<file path="config.mk">
export PLATFORM = sky130hd
export DESIGN_NAME = signed_div_seq
export DESIGN_NICKNAME = d
export VERILOG_FILES = /design/src/rtl/signed_div_pkg.sv /design/src/rtl/signed_div_addsub.sv /design/src/rtl/signed_div_seq.sv
export SDC_FILE = /design/constraint.sdc
export NUM_CORES = 1
export LEC_CHECK = 0
export ABC_AREA = 1
export CAP_MARGIN = 30
export CORE_AREA = 2 2 121 135
export DETAILED_ROUTE_END_ITERATION = 8
export DIE_AREA = 0 0 123 137
export PLACE_DENSITY = 0.64
export SLEW_MARGIN = 15
export SYNTH_ARGS = -nofsm -noshare
export SYNTH_HDL_FRONTEND = slang
export SYNTH_SLANG_ARGS = --single-unit
</file>
<file path="constraint.sdc">
create_clock -name clk -period 10.7 [get_ports clk]
set_input_delay 2.14 -clock clk [delete_from_list [all_inputs] [get_ports clk]]
set_output_delay 2.14 -clock clk [all_outputs]
set_load 0.03 [all_outputs]
</file>
<file path="src/rtl/signed_div_pkg.sv">
// Shared definitions for the signed divider: FSM state encoding, default sizes,
// the MIN-pattern helper and a carry-free two's complement negation.
package signed_div_pkg;

  localparam int DEF_WIDTH = 16;
  localparam int DEF_CNT_W = 5;

  localparam logic [1:0] IDLE = 2'd0;
  localparam logic [1:0] ITER = 2'd1;
  localparam logic [1:0] FIX  = 2'd2;

  // Most negative two's complement value of a w-bit word, right-aligned.
  function automatic logic [63:0] min_pattern(input int w);
    return 64'd1 << (w - 1);
  endfunction

  // Copy bits up to and including the lowest 1, invert everything above it.
  // Needs no carry chain, so it does not compete with the add/sub slice.
  function automatic logic [63:0] negate(input logic [63:0] v);
    logic [63:0] r;
    logic        seen;
    r    = '0;
    seen = 1'b0;
    for (int i = 0; i < 64; i++) begin
      r[i] = v[i] ^ seen;
      seen = seen | v[i];
    end
    return r;
  endfunction

endpackage

</file>
<file path="src/rtl/signed_div_addsub.sv">
// Ripple-carry add/subtract slice; the divider's single arithmetic resource.
// sub=1 computes a - b (a + ~b + 1), sub=0 computes a + b.
module div_addsub #(
  parameter int N = 17
) (
  input  logic [N-1:0] a,
  input  logic [N-1:0] b,
  input  logic         sub,
  output logic [N-1:0] s,
  output logic         cout
);

  always_comb begin
    logic carry;
    logic bx;
    // NOTE: outputs get a default first so no path through this block can infer
    // a latch; blocking '=' is correct here because carry is a running value
    // within one evaluation, whereas clocked state always uses '<='.
    s     = '0;
    carry = sub;
    bx    = 1'b0;
    for (int i = 0; i < N; i++) begin
      bx    = b[i] ^ sub;
      s[i]  = a[i] ^ bx ^ carry;
      carry = (a[i] & bx) | (carry & (a[i] ^ bx));
    end
    cout = carry;
  end

endmodule

</file>
<file path="src/rtl/signed_div_seq.sv">
// Sequential signed divider: WIDTH restoring iterations on magnitudes, then sign fix.
// Optional macro SIGNED_DIV_DBZ_EN enables the divide-by-zero short path and dbz flag.
module signed_div_seq
  import signed_div_pkg::*;
#(
  parameter int WIDTH = DEF_WIDTH,
  parameter int CNT_W = DEF_CNT_W
) (
  input  logic             clk,
  input  logic             rst_n,
  input  logic             start,
  input  logic [WIDTH-1:0] dividend,
  input  logic [WIDTH-1:0] divisor,
  output logic             busy,
  output logic             done,
  output logic [WIDTH-1:0] quo,
  output logic [WIDTH-1:0] rem,
  output logic             ovf,
  output logic             dbz
);

  localparam logic [WIDTH-1:0] MIN_VAL   = WIDTH'(min_pattern(WIDTH));
  localparam logic [CNT_W-1:0] LAST_ITER = CNT_W'(WIDTH - 1);

  logic [1:0]       state;
  logic [CNT_W-1:0] cnt;
  logic             sign_a;
  logic             sign_b;
  logic             ovf_pend;
  logic [WIDTH-1:0] a_reg;   // |dividend| shifting out, quotient bits shifting in
  logic [WIDTH-1:0] b_reg;   // divisor kept signed; sign selects add vs subtract
  logic [WIDTH-1:0] p_reg;   // partial remainder, always < |divisor|

  logic [WIDTH:0]   p_shift;
  logic [WIDTH:0]   sl_a;
  logic [WIDTH:0]   sl_b;
  logic [WIDTH:0]   sl_s;
  logic             sl_sub;
  logic             cout_unused;
  logic             keep;
  logic [WIDTH-1:0] rem_neg;

`ifdef SIGNED_DIV_DBZ_EN
  logic dbz_pend;
  logic dbz_q;
  assign dbz = dbz_q;
`else
  assign dbz = 1'b0;
`endif

  assign p_shift = {p_reg, a_reg[WIDTH-1]};
  assign keep    = ~sl_s[WIDTH];
  assign rem_neg = WIDTH'(negate(64'(p_reg)));

  // The slice negates the dividend in IDLE, runs trial subtraction in ITER and
  // negates the quotient in FIX. A negative divisor is added rather than
  // subtracted, which yields P - |B| without ever forming |B| (works for MIN too).
  always_comb begin
    sl_a   = '0;
    sl_b   = '0;
    sl_sub = 1'b1;
    case (state)
      IDLE: begin
        sl_b = {dividend[WIDTH-1], dividend};
      end
      ITER: begin
        sl_a   = p_shift;
        sl_b   = {b_reg[WIDTH-1], b_reg};
        sl_sub = ~sign_b;
      end
      default: begin
        sl_b = {1'b0, a_reg};
      end
    endcase
  end

  div_addsub #(.N(WIDTH + 1)) u_addsub (
    .a    (sl_a),
    .b    (sl_b),
    .sub  (sl_sub),
    .s    (sl_s),
    .cout (cout_unused)
  );

  always_ff @(posedge clk) begin
    if (!rst_n) begin
      // NOTE: datapath registers are reset along with control; they are few and
      // this keeps every output and internal value defined straight out of reset.
      state    <= IDLE;
      cnt      <= '0;
      sign_a   <= 1'b0;
      sign_b   <= 1'b0;
      ovf_pend <= 1'b0;
      a_reg    <= '0;
      b_reg    <= '0;
      p_reg    <= '0;
      busy     <= 1'b0;
      done     <= 1'b0;
      quo      <= '0;
      rem      <= '0;
      ovf      <= 1'b0;
`ifdef SIGNED_DIV_DBZ_EN
      dbz_pend <= 1'b0;
      dbz_q    <= 1'b0;
`endif
    end else begin
      done <= 1'b0;
      case (state)
        IDLE: begin
          if (start) begin
            sign_a   <= dividend[WIDTH-1];
            sign_b   <= divisor[WIDTH-1];
            a_reg    <= dividend[WIDTH-1] ? sl_s[WIDTH-1:0] : dividend;
            b_reg    <= divisor;
            p_reg    <= '0;
            cnt      <= '0;
            ovf_pend <= (dividend == MIN_VAL) && (divisor == '1);
            busy     <= 1'b1;
            state    <= ITER;
`ifdef SIGNED_DIV_DBZ_EN
            dbz_pend <= (divisor == '0);
            if (divisor == '0) begin
              a_reg <= '1;
              p_reg <= dividend;
              state <= FIX;
            end
`endif
          end
        end

        ITER: begin
          a_reg <= {a_reg[WIDTH-2:0], keep};
          p_reg <= keep ? sl_s[WIDTH-1:0] : p_shift[WIDTH-1:0];
          cnt   <= cnt + 1'b1;
          if (cnt == LAST_ITER) begin
            state <= FIX;
          end
        end

        FIX: begin
          quo   <= (sign_a ^ sign_b) ? sl_s[WIDTH-1:0] : a_reg;
          rem   <= sign_a ? rem_neg : p_reg;
          ovf   <= ovf_pend;
`ifdef SIGNED_DIV_DBZ_EN
          dbz_q <= dbz_pend;
          if (dbz_pend) begin
            quo <= a_reg;
            rem <= p_reg;
            ovf <= 1'b0;
          end
`endif
          done  <= 1'b1;
          busy  <= 1'b0;
          state <= IDLE;
        end

        default: begin
          state <= IDLE;
        end
      endcase
    end
  end

endmodule

</file>
==> results.cfg, run 1 <==
[clock_tree]
cts_tree = yes
clockRootBuffer = clkbuf_16
cts-resized-gates = 0
post_cts_buffers = 0
path_clk_slew_ns = 0.07
clk_path_buf_depth = 2
htreeDepth = 3
cts_hold_buffers = 0
clk_latency_ns = 0.35
clock_sinks = 92
cts-buffers-inserted = 9

[placement]
numPortBuffers = 69
dp.final_hpwl_um = 10640
preCtsSetupSlack_ns = 0.9698
place_area_mm2 = 0.006035
placedCellCount = 949
gp_congestion = 0.8817

[floorplanning]
dieArea_mm2 = 0.01685
start_util = 0.3426
top_level_ports = 71
die_w_um = 123
die_h_um = 137
coreArea_mm2 = 0.01549
row_count = 48

[sta]
rsz0062_at_grt = no
tns_ns = 0
period_share = 0.8838
finalMaxSlewViolations = 0
setup_viol = 0
setup_slack_ns = 1.244
relSlewSlack = 0.4857
max_freq_mhz = 105.8
hold_viol_final = 0
fin_skew_ns = 0.009946
period_needed_ns = 9.456
tightest_slew_ns = 0.7686

[critical_path]
start_kind = input pin
worstSetupPathType = in -> reg
crit_top_cell = fa_1
critPathRequiredTime_ns = 10.98
slowest_delay_ns = 0.50
cp-end-kind = flip-flop
path_max_fanout = 16
cp.arrival_ns = 9.74
critPathSlowestCell = clkdlybuf4s50_1

[global_routing]
grt_overflow_total = 0
grt_pass1_vias = 4622
grt_max_degree = 61
grt_pass1_wl_um = 23820
antenna_found_initial = 0
grt.total_usage = 0.1830

[yosys]
ys_seq_area_frac = 0.3469
yosysWarnings = 0
yosysUniqueCellTypes = 40
ys_ff_latch = 92
syn_area_per_cell_um2 = 7.394
syn-num-nets = 784
synth_cells = 718
syn_area_mm2 = 0.005309

[power]
p_sw_frac = 0.2915
intPower_uw = 639.7
powerDensity_mw_per_mm2 = 141.5
sequentialPowerShare = 0.412
power_frac_comb = 0.196
ir_drop_v = 0.00007257
p_leak_uw = 0.002651
p_switching_uw = 263.2
pwr-share-clk = 0.392

[drt]
postRouteWirelength_um = 14570
ant_nets = 0
route.vias.total = 4787
wire_per_inst_um = 15.08
drtPass1Iterations = 5
viasPerCell = 4.955
drt_iter0_markers = 327
drc = 0

[run_status]
status = complete, no violations

[flow_run]
cap_viol_max_count = 0

[worst_hold_path]
hp-class = reg -> reg

[cells_and_area]
fin_cells = 966
n_antenna_cell = 0
nNetsFinal = 827
syn_to_final_growth_pct = 20.15
fin_area_mm2 = 0.006379
fill_cells = 1614
drive_above_1_share = 0.06527
[kinds of logic after synthesis]
logic type | synth area share
AO/OA/AOI/OAI | 0.2053
XOR/XNOR | 0.02475
adder cells (fa/ha/maj) | 0.09427
buffers and inverters | 0.1178
flip-flops | 0.3469
other | 0.0007064
AND/OR/NAND/NOR | 0.2102
[layout by cell type, fill, tap and decap left out, drive strengths merged, types with 15 or more instances in the layout]
| cell type | Yosys | final |
|---|---|---|
| nand3 | 32 | 32 |
| inv | 102 | 102 |
| o21ai | 49 | 49 |
| dfxtp | 92 | 92 |
| fa | 15 | 15 |
| a21oi | 57 | 57 |
| ha | 16 | 16 |
| clkdlybuf4s50 | 0 | 68 |
| nor2 | 72 | 72 |
| nand2 | 147 | 147 |
| o211ai | 31 | 31 |
[worst paths after layout]
check                                           start               endpoint  slack, ns  cells past startpoint
worst max-delay path                      dividend[0]  p_reg[6]$_SDFFE_PN0P_       1.24                     29
worst min-delay path              cnt[4]$_SDFFE_PN0P_    cnt[4]$_SDFFE_PN0P_       0.47                      2
worst max register to register  state[1]$_SDFFE_PN0P_  p_reg[6]$_SDFFE_PN0P_       1.89                     30
worst min register to register    cnt[4]$_SDFFE_PN0P_    cnt[4]$_SDFFE_PN0P_       0.47                      2
[power by group through the flow]
stage                     clock network [uW]  registers, uW  logic, uW
after floorplan                            0            374        128
after global placement                     0            379        173
after detailed placement                   0            379        175
after CTS                                359            371        176
after global routing                     372            374        199
final                                    354            372        177
[critical path: cells and delay by family]
kind | cells | cell delay (ns)
adder cells (fa/ha/maj) | 15 | 5.67
buffers and inverters | 6 | 0.83
AO/OA/AOI/OAI | 2 | 0.33
AND/OR/NAND/NOR | 6 | 0.75
[layout make-up]
cell class / instances / area [um2] / area share
multi-input cells: 482 / 2841 / 0.4455
clock inverters: 3 / 68.82 / 0.01079
repair buffers: 74 / 730.7 / 0.1146
inverters: 102 / 385.4 / 0.06042
clock buffers: 13 / 260.3 / 0.04080
well taps: 200 / 250.2 / 0.03923
flip-flops and latches: 92 / 1842 / 0.2887
[synth_stat cells, drive strengths merged]
| master | n | area share |
|---|---|---|
| fa | 15 | 0.057 |
| or2 | 1 | 0.0012 |
| nor2 | 72 | 0.058 |
| nand3b | 1 | 0.0014 |
| a211oi | 1 | 0.0014 |
| clkbuf | 11 | 0.0078 |
| conb | 1 | 0.00071 |
| a21oi | 57 | 0.057 |
| ha | 16 | 0.038 |
| nand2 | 147 | 0.11 |
| xnor2 | 1 | 0.0017 |
| a21boi | 1 | 0.0014 |
| o211ai | 31 | 0.044 |
| a41oi | 1 | 0.0017 |
| nand3 | 32 | 0.033 |
| o22ai | 14 | 0.016 |
| a221oi | 1 | 0.0017 |
| a22oi | 7 | 0.0099 |
| inv | 102 | 0.073 |
| nand4 | 4 | 0.0047 |
| o21ai | 49 | 0.048 |
| o221ai | 13 | 0.021 |
| dfxtp | 92 | 0.35 |
| xor2 | 14 | 0.023 |
| nor3 | 2 | 0.0019 |
| o311a | 1 | 0.0019 |
| buf | 31 | 0.037 |
[through the flow]
step	hold slack, ns	utilization	total power [uW]
after floorplan	0.4246	-	501.3
after global placement	0.4536	0.3895	552.1
after detailed placement	0.4570	0.3895	553.5
after CTS	0.4672	0.4107	905.8
after global routing	0.4859	0.4117	944.4
final	0.4690	0.4117	902.9
[routing by layer]
layer	global-route usage	wire length (um)
met5	0	0
met2	0.2986	6654
met4	0.07008	342
met3	0.03083	844
met1	0.2409	6727
Note: power is estimated with default switching activity, not from simulation.
==> inputs of run 2 (changes only) <==
--- a/config.mk
+++ b/config.mk
@@ -10,7 +10,9 @@
 export CORE_AREA = 2 2 121 135
 export DETAILED_ROUTE_END_ITERATION = 8
 export DIE_AREA = 0 0 123 137
+export GPL_ROUTABILITY_DRIVEN = 0
 export PLACE_DENSITY = 0.64
+export RECOVER_POWER = 100
 export SLEW_MARGIN = 15
 export SYNTH_ARGS = -nofsm -noshare
 export SYNTH_HDL_FRONTEND = slang
==> constraint.sdc (replaced) <==
create_clock -name clk -period 10.7 [get_ports clk]
set_input_delay 2.14 -clock clk [delete_from_list [all_inputs] [get_ports clk]]
set_output_delay 2.14 -clock clk [all_outputs]
set_load 0.1 [all_outputs]
==> results.cfg, run 2 (synthesis gave the netlist of run 1 again) <==
[floorplanning]
die_w_um = 123
row_count = 48
start_util = 0.3426
dieArea_mm2 = 0.01685
top_level_ports = 71
coreArea_mm2 = 0.01549
die_h_um = 137

[worst_hold_path]
worst_hold_path.endpoint = cnt[4]$_SDFFE_PN0P_
hold_start = cnt[4]$_SDFFE_PN0P_
holdPathStages = 2
hp-class = reg -> reg

[critical_path]
rr_startpoint = state[1]$_SDFFE_PN0P_
ff2ff_path_depth = 31
reg2reg_to = p_reg[7]$_SDFFE_PN0P_
worstSetupPathType = in -> reg
cp.arrival_ns = 10.01
slowest_delay_ns = 0.58
cp-end-kind = flip-flop
r2r_setup_slack_ns = 1.63
critPathSlowestCell = dlygate4sd3_1
start_kind = input pin
critPathRequiredTime_ns = 10.97
path_max_fanout = 16
crit_top_cell = fa_1

[power]
powerDensity_mw_per_mm2 = 145.2
ir_drop_v = 0.00007028
power_uw = 926.3
p_leak_uw = 0.002780

[drt]
postRouteWirelength_um = 14580
drc = 0
wire_per_inst_um = 15.10
ant_nets = 0
route.vias.total = 4860
drtPass1Iterations = 5
viasPerCell = 5.031
drt_iter0_markers = 432

[clock_tree]
clock_sinks = 92
clockRootBuffer = clkbuf_16
clk_path_buf_depth = 2
cts-resized-gates = 0
cts_tree = yes
htreeDepth = 3
post_cts_buffers = 0
cts-buffers-inserted = 9
clk_latency_ns = 0.35
cts_hold_buffers = 0
path_clk_slew_ns = 0.06

[sta]
setup_viol = 0
period_share = 0.9103
whs_ns = 0.4672
tightest_slew_ns = 2.357
tns_ns = 0
period_needed_ns = 9.740
max_freq_mhz = 102.7
hold_viol_final = 0
finalMaxSlewViolations = 61
relSlewSlack = -0.5715
setup_slack_ns = 0.9601
fin_skew_ns = 0.008067
rsz0062_at_grt = no

[cells_and_area]
final_cell_mix = nand2_1 (139), inv_1 (93), dfxtp_1 (92)
nNetsFinal = 827
n_antenna_cell = 0
final_common_cell = nand2_1
syn_to_final_growth_pct = 20.17
drive_above_1_share = 0.06005
fin_area_mm2 = 0.006380

[run_status]
failed_checks = max-capacitance violations, max-slew violations
status = complete, but fails checks

[global_routing]
grt_pass1_vias = 4680
grt_pass1_wl_um = 23950
grt_overflow_total = 0
grt.total_usage = 0.1849
grt_max_degree = 61
antenna_found_initial = 0

[placement]
numPortBuffers = 69
place_area_mm2 = 0.006035
preCtsSetupSlack_ns = 0.9204
dp.final_hpwl_um = 10820

[flow_run]
cap_viol_max_count = 1
-- run 2: how the worst max path moves through the flow --
| stage | slack (ns) | end | from |
|---|---|---|---|
| finish | 0.96 | p_reg[7]$_SDFFE_PN0P_ | dividend[0] |
| global route | 0.53 | p_reg[7]$_SDFFE_PN0P_ | dividend[0] |
| CTS | 1.25 | p_reg[6]$_SDFFE_PN0P_ | dividend[0] |
| detailed placement | 0.92 | p_reg[6]$_SDFFE_PN0P_ | dividend[0] |
| global placement | 1.06 | p_reg[4]$_SDFFE_PN0P_ | dividend[0] |
| floorplan | 1.88 | p_reg[3]$_SDFFE_PN0P_ | dividend[1] |
-- run 2: through the flow --
stage | std cells | util
floorplan | 718 | -
detailed placement | 949 | 0.3895
global route | 966 | 0.4117
CTS | 965 | 0.4121
finish | 966 | 0.4117
global placement | 949 | 0.3895
-- run 2: layer usage --
metal / GRT usage / up-vias / routed length, um
li1: - / 2444 / -
met1: 0.2433 / 2224 / 6607
met2: 0.2922 / 165 / 6588
met3: 0.03750 / 27 / 925
met4: 0.08144 / 0 / 461
met5: 0 / - / 0
-- run 2: worst max-delay path: cells and delay by family --
family                   cells  cell delay (ns)
AO/OA/AOI/OAI                2             0.32
buffers and inverters        6             0.91
AND/OR/NAND/NOR              6             0.92
adder cells (fa/ha/maj)     15             5.70
-- run 2: report_power, final --
group / internal [uW] / switching, uW
clock network: 241 / 135
registers: 358 / 13.5
logic: 62.9 / 117
total: 662 / 265
-- run 2: area by class of cell --
type / count / area, um2
fill: 1642 / 9115
clock inverter: 4 / 95.09
sequential: 92 / 1842
tap: 200 / 250.2
inverter: 102 / 385.4
multi-input combinational: 482 / 2828
timing repair buffer: 74 / 723.2
clock buffer: 12 / 256.5
